**src/rtl/hxmpp_seq_pkg.sv**
```systemverilog
// Shared types and sizing helpers for the hxmpp event sequencer.
package hxmpp_seq_pkg;

  typedef enum logic [2:0] {
    IDLE  = 3'd0,
    WRITE = 3'd1,
    DRAIN = 3'd2,
    READ  = 3'd3,
    DONE  = 3'd4
  } seqState_t;

  localparam int unsigned SSIDBITS_DEF    = 16;
  localparam int unsigned HITINFOBITS_DEF = 16;

  // One extra bit so the counter can represent MAX itself.
  function automatic int unsigned creditWidth(input int unsigned maxVal);
    return $clog2(maxVal) + 1;
  endfunction

endpackage

```
**src/rtl/hxmpp_sequencer_credit.sv**
```systemverilog
// In-flight credit counter: counts issued-but-unfinished operations,
// flags completions that arrive with nothing outstanding.
module hxmpp_credit_counter
  import hxmpp_seq_pkg::*;
#(
  parameter  int unsigned MAX = 8,
  localparam int unsigned W   = creditWidth(MAX)
) (
  input  logic         clk,
  input  logic         reset,
  input  logic         inc,
  input  logic         dec,
  output logic [W-1:0] count,
  output logic         full,
  output logic         underflow
);

  localparam logic [W-1:0] MAXV = W'(MAX);

  always_ff @(posedge clk or negedge reset) begin
    if (!reset) begin
      count     <= '0;
      underflow <= 1'b0;
    end else if (inc && !dec) begin
      count <= count + 1'b1;
    end else if (dec && !inc) begin
      // Stray completion: hold at zero and latch the error until reset.
      if (count == '0) underflow <= 1'b1;
      else             count     <= count - 1'b1;
    end
  end

  assign full = (count >= MAXV);

endmodule

```
**src/rtl/hxmpp_sequencer.sv**
```systemverilog
// Event-level controller for the hxmpp hit store: credit-limited hit writes,
// pipeline drain, credit-limited SSID reads, then an event-done pulse.
module hxmpp_sequencer
  import hxmpp_seq_pkg::*;
#(
  parameter int unsigned SSIDBITS      = SSIDBITS_DEF,
  parameter int unsigned HITINFOBITS   = HITINFOBITS_DEF,
  parameter int unsigned MAXWRINFLIGHT = 8,
  parameter int unsigned MAXRDINFLIGHT = 4
) (
  input  logic                   clk,
  input  logic                   reset,
  input  logic                   hit_valid,
  output logic                   hit_ready,
  input  logic [SSIDBITS-1:0]    hit_ssid,
  input  logic [HITINFOBITS-1:0] hit_info,
  input  logic                   hit_last,
  input  logic                   rd_valid,
  output logic                   rd_ready,
  input  logic [SSIDBITS-1:0]    rd_ssid,
  input  logic                   rd_last,
  output logic                   hx_write,
  output logic [SSIDBITS-1:0]    hx_writeSSID,
  output logic [HITINFOBITS-1:0] hx_writeHitInfo,
  output logic                   hx_read,
  output logic [SSIDBITS-1:0]    hx_readSSID,
  input  logic                   hx_writeReady,
  input  logic                   hx_readReady,
  input  logic                   hx_busy,
  input  logic                   hx_wrDone,
  input  logic                   hx_rdValid,
  input  logic [SSIDBITS-1:0]    hx_SSID_read,
  input  logic [HITINFOBITS-1:0] hx_hitInfo_read,
  output logic                   out_valid,
  output logic [SSIDBITS-1:0]    out_ssid,
  output logic [HITINFOBITS-1:0] out_hitinfo,
  output logic                   event_done,
  output logic [7:0]             event_count,
  output logic                   err_underflow,
  output logic [2:0]             state
);

  localparam int unsigned WRW = creditWidth(MAXWRINFLIGHT);
  localparam int unsigned RDW = creditWidth(MAXRDINFLIGHT);

  seqState_t      stateQ, stateD;
  logic           hitAccept, rdAccept;
  logic           rdLastSeen;
  logic           wrFull, rdFull;
  logic           wrUnderflow, rdUnderflow;
  logic [WRW-1:0] wrCnt;
  logic [RDW-1:0] rdCnt;

  assign hit_ready = (stateQ == WRITE) && hx_writeReady && !wrFull;
  assign rd_ready  = (stateQ == READ) && hx_readReady && !rdFull && !rdLastSeen;
  assign hitAccept = hit_valid && hit_ready;
  assign rdAccept  = rd_valid && rd_ready;

  hxmpp_credit_counter #(.MAX(MAXWRINFLIGHT)) uWrCredit (
    .clk       (clk),
    .reset     (reset),
    .inc       (hitAccept),
    .dec       (hx_wrDone),
    .count     (wrCnt),
    .full      (wrFull),
    .underflow (wrUnderflow)
  );

  hxmpp_credit_counter #(.MAX(MAXRDINFLIGHT)) uRdCredit (
    .clk       (clk),
    .reset     (reset),
    .inc       (rdAccept),
    .dec       (hx_rdValid),
    .count     (rdCnt),
    .full      (rdFull),
    .underflow (rdUnderflow)
  );

  always_comb begin
    stateD = stateQ;
    unique case (stateQ)
      IDLE:    if (hit_valid) stateD = WRITE;
      WRITE:   if (hitAccept && hit_last) stateD = DRAIN;
      // hx_write covers a command still on its way to the store.
      DRAIN:   if (wrCnt == '0 && !hx_busy && !hx_write) stateD = READ;
      READ:    if (rdLastSeen && rdCnt == '0 && !hx_read) stateD = DONE;
      DONE:    stateD = IDLE;
      default: stateD = IDLE;
    endcase
  end

  always_ff @(posedge clk or negedge reset) begin
    if (!reset) begin
      stateQ          <= IDLE;
      rdLastSeen      <= 1'b0;
      hx_write        <= 1'b0;
      hx_writeSSID    <= '0;
      hx_writeHitInfo <= '0;
      hx_read         <= 1'b0;
      hx_readSSID     <= '0;
      out_valid       <= 1'b0;
      out_ssid        <= '0;
      out_hitinfo     <= '0;
      event_done      <= 1'b0;
      event_count     <= '0;
    end else begin
      stateQ   <= stateD;
      hx_write <= hitAccept;
      if (hitAccept) begin
        hx_writeSSID    <= hit_ssid;
        hx_writeHitInfo <= hit_info;
      end
      hx_read <= rdAccept;
      if (rdAccept) hx_readSSID <= rd_ssid;
      out_valid <= hx_rdValid;
      if (hx_rdValid) begin
        out_ssid    <= hx_SSID_read;
        out_hitinfo <= hx_hitInfo_read;
      end
      if (stateQ == IDLE || stateQ == DONE) rdLastSeen <= 1'b0;
      else if (rdAccept && rd_last)         rdLastSeen <= 1'b1;
      // Registered from next-state so the pulse coincides with the DONE state.
      event_done <= (stateD == DONE);
      if (stateD == DONE) event_count <= event_count + 8'd1;
    end
  end

  assign err_underflow = wrUnderflow | rdUnderflow;
  assign state         = stateQ;

endmodule

```
**config.mk**
```make
export PLATFORM = sky130hd
export DESIGN_NAME = hxmpp_sequencer
export DESIGN_NICKNAME = d
export VERILOG_FILES = /design/src/rtl/hxmpp_seq_pkg.sv /design/src/rtl/hxmpp_sequencer_credit.sv /design/src/rtl/hxmpp_sequencer.sv
export SDC_FILE = /design/constraint.sdc
export NUM_CORES = 1
export LEC_CHECK = 0
export CORE_ASPECT_RATIO = 1.25
export CORE_MARGIN = 2
export CORE_UTILIZATION = 42
export CTS_CLUSTER_SIZE = 14
export DETAILED_ROUTE_END_ITERATION = 10
export PLACE_DENSITY = 0.9
export SYNTH_ARGS = -nofsm -noshare
export SYNTH_HDL_FRONTEND = slang
export SYNTH_SLANG_ARGS = --single-unit
```
**constraint.sdc**
```tcl
create_clock -name clk -period 3.6 [get_ports clk]
set_input_delay 0.72 -clock clk [delete_from_list [all_inputs] [get_ports clk]]
set_output_delay 0.72 -clock clk [all_outputs]
set_load 0.03 [all_outputs]
```
Word-level counts from Yosys, hierarchy flattened
Index checks and enable logic that the tools add are counted.
Storage, ports and cells
  register bits: 105
  output and inout port bits: 98
  word-level logic and storage cells: 84
  input port bits: 91
Cells by class
  add/subtract/negate cells: 5
  mux-type cells: 13
  order comparisons: 2
  equality and inequality tests: 7
  reductions and logical operators: 38
  bitwise operators: 3
Operator list (number)
  2-to-1 mux 3 bit: 7
  logical AND 1 bit: 17
  2-to-1 mux 4 bit: 3
  case mux 3 bit (4 select lines): 1
  zero test 1 bit: 10
  adder 8 x 1 -> 8 bit (second input constant): 1
  equality test 3 x 2 -> 1 bit (second input constant): 2
  equality test 3 bit (second input constant): 2
  zero test 3 bit: 2
  AND reduction 3 bit: 2
  nonzero test 2 bit: 3
  adder 4 x 1 -> 4 bit (second input constant): 1
  greater-or-equal comparator 4 bit (second input constant): 1
  zero test 4 bit: 1
  inequality test 2 x 1 -> 1 bit (second input constant): 2
  AND reduction 2 bit: 2
  subtractor 4 x 1 -> 4 bit (second input constant): 1
  adder 3 x 1 -> 3 bit (second input constant): 1
  equality test 3 x 1 -> 1 bit (second input constant): 1
  greater-or-equal comparator 3 bit (second input constant): 1
  subtractor 3 x 1 -> 3 bit (second input constant): 1
  2-to-1 mux 1 bit: 2
  inverter 1 bit: 2
  logical OR 1 bit: 1
  bitwise OR 1 bit: 1

Logic depth before layout (Yosys ltp)
  depth in word-level cells: 9
  mapped depth: 12
  depth with buffers taken out: 11

By module
From an unflattened synthesis, not the netlist that was laid out.
Second synthesis, totals
  cell total of the unflattened synthesis: 300
  area, all modules: 4403.0 um^2
By module, submodules not included
  hxmpp_sequencer: area each 3763.6 um^2, cells each 238, times used 1, seq. area each 2402.3 um^2
  hxmpp_credit_counter (uWrCredit): area each 346.6 um^2, cells each 33, times used 1, seq. area each 125.1 um^2
  hxmpp_credit_counter (uRdCredit): area each 292.8 um^2, cells each 29, times used 1, seq. area each 100.1 um^2

Worst setup path after synthesis
OpenSTA, ideal clock, no wires.
  path kind: input -> register
  start point: input hx_writeReady
  end point: register uWrCredit.count[3]
  stages: 12
  path slack: 567 ps
  data arrival time: 2911 ps
  required time: 3477 ps
  path through: nor2b_1 > and3b_2 > nand2_4 > buf_6 > inv_1 > ha_1 > inv_1 > ha_1 > a21o_1 > a21oi_1 > mux2_2 > xnor2_1
Between the ends
  word-level cells in the longest chain between the ends: 7
  elaborated cells on any way between the ends: 10
  those cells by class: eq/ne (1); mux (1); reduce/logical (8)
Ends and longest elaborated chain
  start, declared: line hxmpp_sequencer.sv:27  | input logic hx_writeReady,
  logical AND 1 bit * (2 in a row): line hxmpp_sequencer.sv:54  | assign hit_ready = (stateQ == WRITE) && hx_writeReady && !wrFull;
  via hit_ready: line hxmpp_sequencer.sv:14  | output logic hit_ready,
  logical AND 1 bit *: line hxmpp_sequencer.sv:56  | assign hitAccept = hit_valid && hit_ready;
  via hitAccept: line hxmpp_sequencer.sv:47  | logic hitAccept, rdAccept;
  zero test 1 bit: line hxmpp_sequencer_credit.sv:26  | end else if (dec && !inc) begin
  logical AND 1 bit: line hxmpp_sequencer_credit.sv:26
  nonzero test 2 bit (no line)
  AND reduction 2 bit (no line)
  end signal, assigned: line hxmpp_sequencer_credit.sv:25  | count <= count + 1'b1;
  end signal, assigned: line hxmpp_sequencer_credit.sv:29  | else count <= count - 1'b1;
  end, declared: line hxmpp_sequencer_credit.sv:13  | output logic [W-1:0] count,
Mark *: on every way through the listed nets, which the timed path passes. The rest lies on a longest branch.
A chain may end at the register's enable or synchronous reset.

Worst setup path after layout
  start point: input hx_writeReady
  end point: output hit_ready
Between the ends
  word-level cells in the longest chain between the ends: 2
Ends and longest elaborated chain (line)
  logical AND 1 bit (2 in a row): hxmpp_sequencer.sv:54
  end, declared: hxmpp_sequencer.sv:14
No other way between the ends.

==> metrics <==
port bufs=between 150 and 200; Slew @ Worst Pin=1.13 ns; Fin. Hold Viols=0; num rows=41; final setup vio count=0; fmax=326 MHz; Clock power frac=0.191; status=finished clean; CP startpoint kind=input pin; antenna viol nets, final=0; hold buffers post-CTS=0; Power Dens Cells=765 nW/um^2; Starting DRT DRC Count=between 60 and 70; top-area cell type share of the netlist area=0.602; 1st-pass router iterations=4; Cells after Synth=283; YS warnings=0; Critical R2R Capture=uWrCredit.count[3]; Layout Nets=575; Final Wtd Congestion=0.728; worst reg-to-reg path cell count=11; CTS Root Cell=clkbuf_16; Synth Area per Inst=15.4 um^2; Worst setup EP type=output port; grt ovf=0; post-synth top area cell=dfrtp_1; crit path from=hx_writeReady; Area Growth Syn to Fin=52.3%; overall power=between 0.005 and 0.006 W; Reg2Reg Launch Point=state[0]; largest cells by area after synthesis=dfrtp_1 (60%), mux2_2 (14%), mux2_4 (9.6%); initial core utilization=0.432; Place WS=about 0.21 ns; H-tree depth=3; largest net degree at the start of global routing=94; CP Max Fanout=3; Rel. slew slack=0.244; total track usage=0.187; r2r setup slk=between 0.9 and 1 ns; Netlist cell types=42; vias per cell=4.86; FF+latch count, synth=105; P_sw=0.00181 W; Die Span Y=118 um; # Max-Cap Violations=0; TNS Setup=0 ns; vias=just under 3k; switch share=0.357; Placed Area=6350 um^2; cts bufs inserted=9; drt wl/cell=16.6 um; first-pass GRT wire length=16200 um; layout cells sized above 1=0.221; insertion delay to the later sink of the worst-skew pair=0.33 ns; filler instances=~740; combinational share of power=0.446; P_leak=a little under 3 nW; num ports=189; Max Root-Sink Buffers=2; Worst VDD drop=0.381 mV; synthesized area=4360 um^2; number of buffers inserted to repair setup after CTS=0; worst path required time=2.88 ns; synthesized net count=383; critical path class=input pin to output port; vias in the first global route=3205; post-layout min period=3.06 ns; antenna cells=0; most frequent cells in the layout=clkdlybuf4s50_1 (187), dfrtp_1 (105), mux2_2 (53), mux2_4 (28), nor2_1 (11); Final HPWL DP=7450 um; RSZ-0062 raised after global routing=false; final setup margin=roughly 0.54 ns; clk sinks=105; Worst-path clk slew=0.07 ns; core area=roughly 10000 um^2; post-cts resize count=0; Slew Limit Fails=0; initial antenna violation count=0; Hold Crit Class=flop to flop; register area share after synthesis=0.602; CTS tree=yes; Flop pwr share=0.363; design area=6640 um^2; WL final=just over 10000 um; die area=11200 um^2; die width=~95 um; critical path arrival=2.34 ns; Internal=approximately 0.0033 W; Setup Skew=between 0.009 and 0.01 ns; final cycle utilization of the critical path=0.851; crit path capture=hit_ready; DRC violations left=0; most common cell after layout, fill and taps aside=clkdlybuf4s50_1
-- worst min-delay path by stage --
stage                                     end  slack (ns)  cells past startpoint                start
after floorplan                event_count[0]        0.42                      0                reset
after global placement    uWrCredit.underflow        0.43                      1  uWrCredit.underflow
after detailed placement  uWrCredit.underflow        0.44                      1  uWrCredit.underflow
after CTS                 uWrCredit.underflow        0.46                      1  uWrCredit.underflow
after global routing      uWrCredit.underflow        0.47                      1  uWrCredit.underflow
final                     uWrCredit.underflow        0.46                      1  uWrCredit.underflow
-- metal layers --
| metal | GRT usage | vias to the layer above | wire length [um] |
|---|---|---|---|
| li1 | - | 1381 | - |
| met1 | 0.226 | 1454 | 3890 |
| met2 | 0.321 | 105 | 5350 |
| met3 | 0.0474 | 16 | 717 |
| met4 | 0.0589 | 0 | 162 |
| met5 | 0 | - | 0 |
-- power by group through the flow --
stage	Clock, W	Sequential (W)	Combinational (W)
after floorplan	0	0.00246	0.000713
after global placement	0	0.00182	0.00222
after detailed placement	0	0.00186	0.00228
after CTS	0.000995	0.00185	0.00229
after global routing	0.00105	0.00190	0.00240
final	0.000970	0.00184	0.00227
-- cells by family after synthesis --
logic type,count (synthesis),synth area share
DFF,105,0.602
muxes,83,0.238
and+or+nand+nor,44,0.0599
AOI/OAI and AO/OA,16,0.0261
buffers and inverters,16,0.0241
xor gates and xnor gates,10,0.0201
adders and majority gates,9,0.0293
-- cell usage after synthesis --
cell,count
dfrtp_1,105
mux2_2,53
mux2_4,28
nor2_1,11
xnor2_1,8
ha_1,7
buf_6,5
inv_1,5
nor3_1,5
a21o_1,4
a21oi_1,4
buf_2,4
nand2_1,4
nand4_1,4
and4_1,3
a41oi_1,2
fa_1,2
mux2_1,2
nand3_1,2
nor3b_1,2
xor2_1,2
a22oi_1,1
a31o_2,1
and2_1,1
and2b_1,1
and3_1,1
and3b_1,1
and3b_2,1
clkbuf_1,1
inv_4,1
nand2_2,1
nand2_4,1
nand2b_1,1
nor2_4,1
nor2b_1,1
nor4_1,1
o21ai_0,1
o22a_1,1
o31ai_1,1
o41ai_1,1
or2_2,1
or4_4,1
-- state kept, by name (all words and copies together) (netlist names), 3 cells and up --
name / flops
hx_writeSSID: 16
out_hitinfo: 16
out_ssid: 16
uRdCredit.count: 3
hx_readSSID: 16
hx_writeHitInfo: 16
event_count: 8
state: 3
uWrCredit.count: 4
-- worst max-delay path, stage by stage --
cell	delay (ns)
clkdlybuf4s50_1	0.45
nor2b_1	0.22
and3b_2	0.26
clkdlybuf4s50_1	0.69
-- final cells by class --
type,count,area [um^2],share of cell area
Clock inverter,2,37.5,0.00565
Multi-Input combinational cell,162,1630,0.245
Inverter,6,25.0,0.00377
Timing Repair Buffer,191,1900,0.286
Clock buffer,13,260,0.0392
Sequential cell,105,2630,0.395
Tap cell,129,161,0.0243
-- metrics by stage --
step	instances	utilization	hold slack, ns
2_1_floorplan	283	-	0.420
3_3_place_gp	593	0.628	0.433
3_5_place_dp	593	0.628	0.445
4_1_cts	608	0.657	0.460
5_1_grt	608	0.657	0.474
6_report	608	0.657	0.456
Note: power is estimated with default switching activity, not from simulation.
